### src/rtl/sd_defs.sv
// Shared SD host definitions: response lengths, CRC7 polynomial, receiver state codes
// and a serial CRC7 step helper shared by the command sender and the response receiver.
package sd_defs;

  localparam int RESP_LEN_SHORT = 48;
  localparam int RESP_LEN_LONG  = 136;

  localparam logic [6:0] CRC7_POLY = 7'h09;

  localparam logic [2:0] ST_IDLE       = 3'd0;
  localparam logic [2:0] ST_WAIT_START = 3'd1;
  localparam logic [2:0] ST_RECV       = 3'd2;
  localparam logic [2:0] ST_CHECK      = 3'd3;
  localparam logic [2:0] ST_DONE       = 3'd4;

  typedef enum logic [1:0] {
    RESP_R1 = 2'd0,
    RESP_R2 = 2'd1,
    RESP_R3 = 2'd2,
    RESP_R6 = 2'd3
  } resp_type_e;

  // x^7 + x^3 + 1, one message bit per call, MSB first
  function automatic logic [6:0] crc7_step(input logic [6:0] crc, input logic b);
    crc7_step = {crc[5:0], 1'b0} ^ ((crc[6] ^ b) ? CRC7_POLY : 7'h00);
  endfunction

endpackage

### src/rtl/sd_crc7.sv
// Serial CRC7 generator; clear has priority over enable.
module sd_crc7
  import sd_defs::*;
(
  input  logic       clk_i,
  input  logic       reset_i,
  input  logic       clr_i,
  input  logic       en_i,
  input  logic       bit_i,
  output logic [6:0] crc_o
);

  logic [6:0] crc_q;

  always_ff @(posedge clk_i) begin
    if (reset_i || clr_i) begin
      crc_q <= '0;
    end else if (en_i) begin
      crc_q <= crc7_step(crc_q, bit_i);
    end
  end

  assign crc_o = crc_q;

endmodule

### src/rtl/sd_cmd_resp_rx.sv
// SD CMD-line response receiver: waits for the start bit, deserialises a 48- or 136-bit
// response on sample strobes, checks framing and CRC7, and reports with a one-cycle done.
module sd_cmd_resp_rx
  import sd_defs::*;
#(
  parameter int NCR_MAX = 64,
  parameter int NCR_W   = 7
) (
  input  logic         clk_i,
  input  logic         reset_i,
  input  logic         sample_en_i,
  input  logic         cmd_pin_i,
  input  logic         arm_i,
  input  logic         long_resp_i,
  input  logic         crc_chk_i,
  input  logic         abort_i,
  output logic         busy_o,
  output logic         done_o,
  output logic [5:0]   resp_index_o,
  output logic [31:0]  resp_arg_o,
  output logic [119:0] resp_cid_o,
  output logic         crc_err_o,
  output logic         frame_err_o,
  output logic         timeout_o
);

  localparam logic [7:0]       LEN_S    = 8'(RESP_LEN_SHORT);
  localparam logic [7:0]       LEN_L    = 8'(RESP_LEN_LONG);
  localparam logic [NCR_W-1:0] NCR_LAST = NCR_W'(NCR_MAX - 1);

  logic [2:0]       state_q, state_d;
  logic             long_q, long_d;
  logic             chk_q, chk_d;
  logic [NCR_W-1:0] ncr_q, ncr_d;
  logic [7:0]       cnt_q, cnt_d;
  logic [135:0]     shift_q, shift_d;
  logic [5:0]       index_q, index_d;
  logic [31:0]      arg_q, arg_d;
  logic [119:0]     cid_q, cid_d;
  logic             crc_err_q, crc_err_d;
  logic             frame_err_q, frame_err_d;
  logic             timeout_q, timeout_d;

  logic       crc_clr, crc_en, take_bit;
  logic [6:0] crc_val;
  logic [7:0] bit_num, frame_len;

  sd_crc7 u_crc7 (
    .clk_i   (clk_i),
    .reset_i (reset_i),
    .clr_i   (crc_clr),
    .en_i    (crc_en),
    .bit_i   (cmd_pin_i),
    .crc_o   (crc_val)
  );

  assign frame_len = long_q ? LEN_L : LEN_S;
  assign bit_num   = 8'(cnt_q + 8'd1);

  always_comb begin
    state_d     = state_q;
    long_d      = long_q;
    chk_d       = chk_q;
    ncr_d       = ncr_q;
    cnt_d       = cnt_q;
    shift_d     = shift_q;
    index_d     = index_q;
    arg_d       = arg_q;
    cid_d       = cid_q;
    crc_err_d   = crc_err_q;
    frame_err_d = frame_err_q;
    timeout_d   = timeout_q;
    crc_clr     = 1'b0;
    crc_en      = 1'b0;
    take_bit    = 1'b0;

    if (abort_i) begin
      state_d = ST_IDLE;
    end else begin
      case (state_q)
        ST_IDLE: begin
          if (arm_i) begin
            state_d     = ST_WAIT_START;
            long_d      = long_resp_i;
            chk_d       = crc_chk_i;
            ncr_d       = '0;
            cnt_d       = '0;
            shift_d     = '0;
            crc_err_d   = 1'b0;
            frame_err_d = 1'b0;
            timeout_d   = 1'b0;
            crc_clr     = 1'b1;
          end
        end
        ST_WAIT_START: begin
          if (sample_en_i) begin
            if (!cmd_pin_i) begin
              state_d  = ST_RECV;
              cnt_d    = 8'd1;
              shift_d  = {shift_q[134:0], cmd_pin_i};
              take_bit = 1'b1;
            end else begin
              ncr_d = NCR_W'(ncr_q + 1'b1);
              if (ncr_q == NCR_LAST) begin
                state_d   = ST_DONE;
                timeout_d = 1'b1;
              end
            end
          end
        end
        ST_RECV: begin
          if (sample_en_i) begin
            shift_d  = {shift_q[134:0], cmd_pin_i};
            cnt_d    = bit_num;
            take_bit = 1'b1;
            if (bit_num == frame_len) state_d = ST_CHECK;
          end
        end
        ST_CHECK: begin
          // start bit is folded into frame_err alongside the transmission and end bits
          if (long_q) begin
            index_d     = shift_q[133:128];
            cid_d       = shift_q[127:8];
            frame_err_d = shift_q[135] | shift_q[134] | ~shift_q[0];
          end else begin
            index_d     = shift_q[45:40];
            arg_d       = shift_q[39:8];
            frame_err_d = shift_q[47] | shift_q[46] | ~shift_q[0];
          end
          crc_err_d = chk_q && (crc_val != shift_q[7:1]);
          state_d   = ST_DONE;
        end
        ST_DONE: state_d = ST_IDLE;
        default: state_d = ST_IDLE;
      endcase
    end

    // R2 CRC skips the 8-bit header; no frame feeds its CRC field or end bit
    if (take_bit) begin
      if (long_q && bit_num <= 8'd8) begin
        crc_clr = 1'b1;
      end else if (bit_num <= 8'(frame_len - 8'd8)) begin
        crc_en = 1'b1;
      end
    end
  end

  always_ff @(posedge clk_i) begin
    if (reset_i) begin
      state_q     <= ST_IDLE;
      long_q      <= 1'b0;
      chk_q       <= 1'b0;
      ncr_q       <= '0;
      cnt_q       <= '0;
      shift_q     <= '0;
      index_q     <= '0;
      arg_q       <= '0;
      cid_q       <= '0;
      crc_err_q   <= 1'b0;
      frame_err_q <= 1'b0;
      timeout_q   <= 1'b0;
    end else begin
      state_q     <= state_d;
      long_q      <= long_d;
      chk_q       <= chk_d;
      ncr_q       <= ncr_d;
      cnt_q       <= cnt_d;
      shift_q     <= shift_d;
      index_q     <= index_d;
      arg_q       <= arg_d;
      cid_q       <= cid_d;
      crc_err_q   <= crc_err_d;
      frame_err_q <= frame_err_d;
      timeout_q   <= timeout_d;
    end
  end

  assign busy_o       = (state_q == ST_WAIT_START) || (state_q == ST_RECV) || (state_q == ST_CHECK);
  assign done_o       = (state_q == ST_DONE);
  assign resp_index_o = index_q;
  assign resp_arg_o   = arg_q;
  assign resp_cid_o   = cid_q;
  assign crc_err_o    = crc_err_q;
  assign frame_err_o  = frame_err_q;
  assign timeout_o    = timeout_q;

endmodule
### config.mk
export PLATFORM = sky130hd
export DESIGN_NAME = sd_cmd_resp_rx
export DESIGN_NICKNAME = d
export VERILOG_FILES = /design/src/rtl/sd_defs.sv /design/src/rtl/sd_crc7.sv /design/src/rtl/sd_cmd_resp_rx.sv
export SDC_FILE = /design/constraint.sdc
export NUM_CORES = 1
export LEC_CHECK = 0
export BUFFER_PORTS_ARGS = -buffer_cell sky130_fd_sc_hd__buf_2
export CAP_MARGIN = 25
export CELL_PAD_IN_SITES_DETAIL_PLACEMENT = 0
export CELL_PAD_IN_SITES_GLOBAL_PLACEMENT = 1
export CORE_UTILIZATION = 40
export CTS_BUF_LIST = sky130_fd_sc_hd__clkbuf_4 sky130_fd_sc_hd__clkbuf_8
export DETAILED_ROUTE_END_ITERATION = 12
export GPL_ROUTABILITY_DRIVEN = 0
export HOLD_SLACK_MARGIN = 0.02
export PLACE_DENSITY = 0.83
export SLEW_MARGIN = 20
export SYNTH_ARGS = -nofsm -noshare
export SYNTH_HDL_FRONTEND = slang
export SYNTH_HIERARCHICAL = 1
export SYNTH_SLANG_ARGS = --single-unit
### constraint.sdc
create_clock -name clk_i -period 3.2 [get_ports clk_i]
set_input_delay 0.32 -clock clk_i [delete_from_list [all_inputs] [get_ports clk_i]]
set_output_delay 0.32 -clock clk_i [all_outputs]
set_load 0.1 [all_outputs]
==> results.ini <==
[run_status]
status = finished clean

[global_route]
antenna_found_initial = 0
grtUsageTotal = 0.187
pin_count_of_the_biggest_net_entering_global_routing = 142
grt_pass1_wl_um = 48900
globalRoute.totalOverflow = 0
number_of_global_route_vias_before_repair = 9705

[route]
drt-vias-per-instance = 5.17
drt_drc_violations_left = 0
first_pass_iters = 5
detailedRoute.firstIterationViolations = 772
avgRoutedWirePerCell_um = 14.6
totalWireLength_um = 30300
final_antenna_net_count = 0
number_of_vias_in_the_routed_layout = 10700

[pwr]
power.net_switching_mw = 1.83
report.power.total_mw = 7.85
share_clk_of_total_power = 0.447
static-leakage-power_nw = 5.21
p_comb_frac = 0.038
power.sequential.fraction = 0.516
p_int_mw = 6.02
powerDensity_nw_per_um2 = 549
maximum_resistive_drop_on_vdd_uv = 318
power.switching_fraction = 0.233

[finish]
final_nets = 1666
post_route_cells_drive_above_1_share = 0.174
num-fill-cells = 2999
finish.cell_count_without_fillers = 2078
most-common-layout-cells = sky130_fd_sc_hd__nand2_1, sky130_fd_sc_hd__dfxtp_1, sky130_fd_sc_hd__a21oi_1
diodes = 0
layout_commonest_cell = sky130_fd_sc_hd__nand2_1
area.growth.synth_to_final_pct = 16.6
finalCoreUtilization = 0.479

[synthesis]
synth_simple_gate_area_share = 0.245
ys_top_cells_by_area = sky130_fd_sc_hd__dfxtp_1, sky130_fd_sc_hd__nand2_1, sky130_fd_sc_hd__a21oi_1
yosysTopAreaCellShare = 0.529
synth_seq_cells = 324
post_synthesis_cell_type_with_the_largest_combined_area = sky130_fd_sc_hd__dfxtp_1
synth_seq_area_share = 0.529
largest_family_of_logic_cells_by_synthesized_area = simple AND/OR/NAND/NOR gates
post_synth_xor_area_fraction = 0.0142
yosysUniqueCellTypes = 56
synth.net_count = 1549
synth_fa_ha_area_frac = 0.00592
ys_warn_count = 6
postSynth.topFlopCell = sky130_fd_sc_hd__dfxtp_1
synth_compound_gate_area_share = 0.144
asyncSetResetFlopFracSynth = 0
syn_area_um2 = 12300
post_synth_mux_area_share = 0.0114
number_of_flops_mapped_to_enable_cells_by_yosys = 0
syn_inst = 1536
post_synth.cell_area_avg_um2 = 7.98

[sta]
layout_min_cycle_time_ns = 2.94
final.setup_skew_ns = 0.0161
grt_setup_unrepaired = no
final_max_slew_viol_count = 0
setup-violations-final = 0
share_of_the_cycle_needed_by_the_critical_path_after_routing = 0.920
tightestPinTransition_ns = 0.844
final.setup.worst_slack_ns = 0.257
finalSetupTns_ns = 0
max_freq_mhz = 340
timing.final.hold_violations = 0
relSlewSlack = 0.438

[setup_path]
worstPathRequired_ns = 3.65
arrival_ns = 3.39
timing.critical_path.fanout_max = 10
worstSetupPathType = reg -> reg
critical_path.endpoint_type = flip-flop
setup.worst_path.start_class = flip-flop

[place]
placed_cells_incl_taps = 1987
port_buffers = 170
hpwlAfterDp_um = 17900
pre_cts_slack_ns = 0.163

[clock_tree]
number_of_buffers_inserted_during_clock_tree_synthesis = 52
tritoncts_clock_tree = done
clk_pin_slew_ns = 0.06
htreeDepth = 2
cts_max_path_buffers = 3
post_cts_buffers = 0
clk_latency_ns = 0.57
clock_tree.root_cell = sky130_fd_sc_hd__clkbuf_8
cts.sink_count = 324

[min_path]
hp-class = in -> reg

[flow_run]
number_of_max_cap_violations = 0

[floorplan]
pin_count = 171
number_of_placement_rows = 63
design.core.area_um2 = 29900
die_x_um = 177
die-area_um2 = 31400
die_height_um = 177
start_util = 0.411

-- layer usage --
metal,part of all wire,up-vias,track usage
li1,-,5377,-
met1,0.46,5077,0.251
met2,0.46,237,0.298
met3,0.055,45,0.0395
met4,0.022,0,0.0585
met5,0,-,0
-- cell usage after synthesis, types with 3 or more instances --
library cell and n:
sky130_fd_sc_hd__a211oi_1 8, sky130_fd_sc_hd__a21oi_1 303, sky130_fd_sc_hd__and3_1 3, sky130_fd_sc_hd__buf_1 7, sky130_fd_sc_hd__buf_2 56, sky130_fd_sc_hd__buf_4 14
sky130_fd_sc_hd__clkbuf_1 50, sky130_fd_sc_hd__dfxtp_1 324, sky130_fd_sc_hd__ha_1 5, sky130_fd_sc_hd__inv_1 3, sky130_fd_sc_hd__mux2i_1 14, sky130_fd_sc_hd__nand2_1 460
sky130_fd_sc_hd__nand2b_1 3, sky130_fd_sc_hd__nand3_1 143, sky130_fd_sc_hd__nand4b_1 4, sky130_fd_sc_hd__nor2_1 42, sky130_fd_sc_hd__nor3_1 13, sky130_fd_sc_hd__nor4_1 7
sky130_fd_sc_hd__o21ai_0 12, sky130_fd_sc_hd__or3_1 4, sky130_fd_sc_hd__or4_1 3, sky130_fd_sc_hd__xnor2_1 10, sky130_fd_sc_hd__xor2_1 8
-- area by class of cell --
| class | instances | area (um^2) | share of cell area |
|---|---|---|---|
| Clock buffer | 81 | 971 | 0.0679 |
| Clock inverter | 8 | 55.1 | 0.00385 |
| Inverter | 3 | 11.3 | 0.000787 |
| Multi-Input combinational cell | 1081 | 5210 | 0.364 |
| Sequential cell | 324 | 6490 | 0.453 |
| Tap cell | 390 | 488 | 0.0341 |
| Timing Repair Buffer | 191 | 1090 | 0.0759 |
-- kinds of logic (layout without fill, tap and decap cells) --
logic type	Yosys count	after routing
xor+xnor	19	19
compound gates	339	339
flops	324	324
mux	14	14
fa+ha+maj	6	6
simple gates	703	703
buf+inv	131	283
-- power groups by stage --
stage          Combinational, mW  Clock [mW]  Sequential [mW]
6_report                   0.295        3.51             4.05
5_1_grt                    0.323        3.79             4.05
3_3_place_gp               0.294           0             4.14
4_1_cts                    0.298        3.59             4.05
3_5_place_dp               0.295           0             4.14
2_1_floorplan              0.221           0             4.14
-- what timing repair did --
item	CTS	global route
gates resized for setup	0	2
hold buffers	2	0
hold endpoints to repair	2	0
endpoints found under the setup margin	0	7
-- worst max-delay path, stage by stage (launching register included) --
cell and delay (ns):
sky130_fd_sc_hd__dfxtp_1 0.50, sky130_fd_sc_hd__nand3_1 0.24, sky130_fd_sc_hd__nor2_2 0.24, sky130_fd_sc_hd__xor2_1 0.17, sky130_fd_sc_hd__ha_1 0.28, sky130_fd_sc_hd__maj3_1 0.35, sky130_fd_sc_hd__nor3_1 0.15, sky130_fd_sc_hd__a211oi_1 0.08
sky130_fd_sc_hd__nor4_2 0.30, sky130_fd_sc_hd__buf_4 0.24, sky130_fd_sc_hd__mux2i_1 0.22, sky130_fd_sc_hd__nor2_1 0.05
-- worst paths after layout --
kind                          startpoint                      endpoint  slack, ns  cells past startpoint
min                            cmd_pin_i       shift_q[0]$_SDFFE_PP0P_       0.12                      3
max                cnt_q[2]$_SDFFE_PP0P_  u_crc7/crc_o[4]$_SDFFE_PP0P_       0.26                     11
max reg2reg        cnt_q[2]$_SDFFE_PP0P_  u_crc7/crc_o[4]$_SDFFE_PP0P_       0.26                     11
min reg2reg  resp_cid_o[18]$_SDFFE_PP0P_   resp_cid_o[18]$_SDFFE_PP0P_       0.45                      2
-- state kept, by name, indices dropped and copies added (netlist names), 3 cells and up --
signal / cells
cnt_q: 8
ncr_q: 7
resp_arg_o: 32
resp_cid_o: 120
resp_index_o: 6
shift_q: 136
state_q: 3
u_crc7/crc_o: 7
-- stage by stage --
stage	hold slack [ns]	area (um^2)
2_1_floorplan	0.433	12300
3_3_place_gp	0.441	13200
3_5_place_dp	0.443	13200
4_1_cts	0.0957	14300
5_1_grt	0.117	14300
6_report	0.122	14300
No activity file was read; power rests on OpenSTA's default activity.
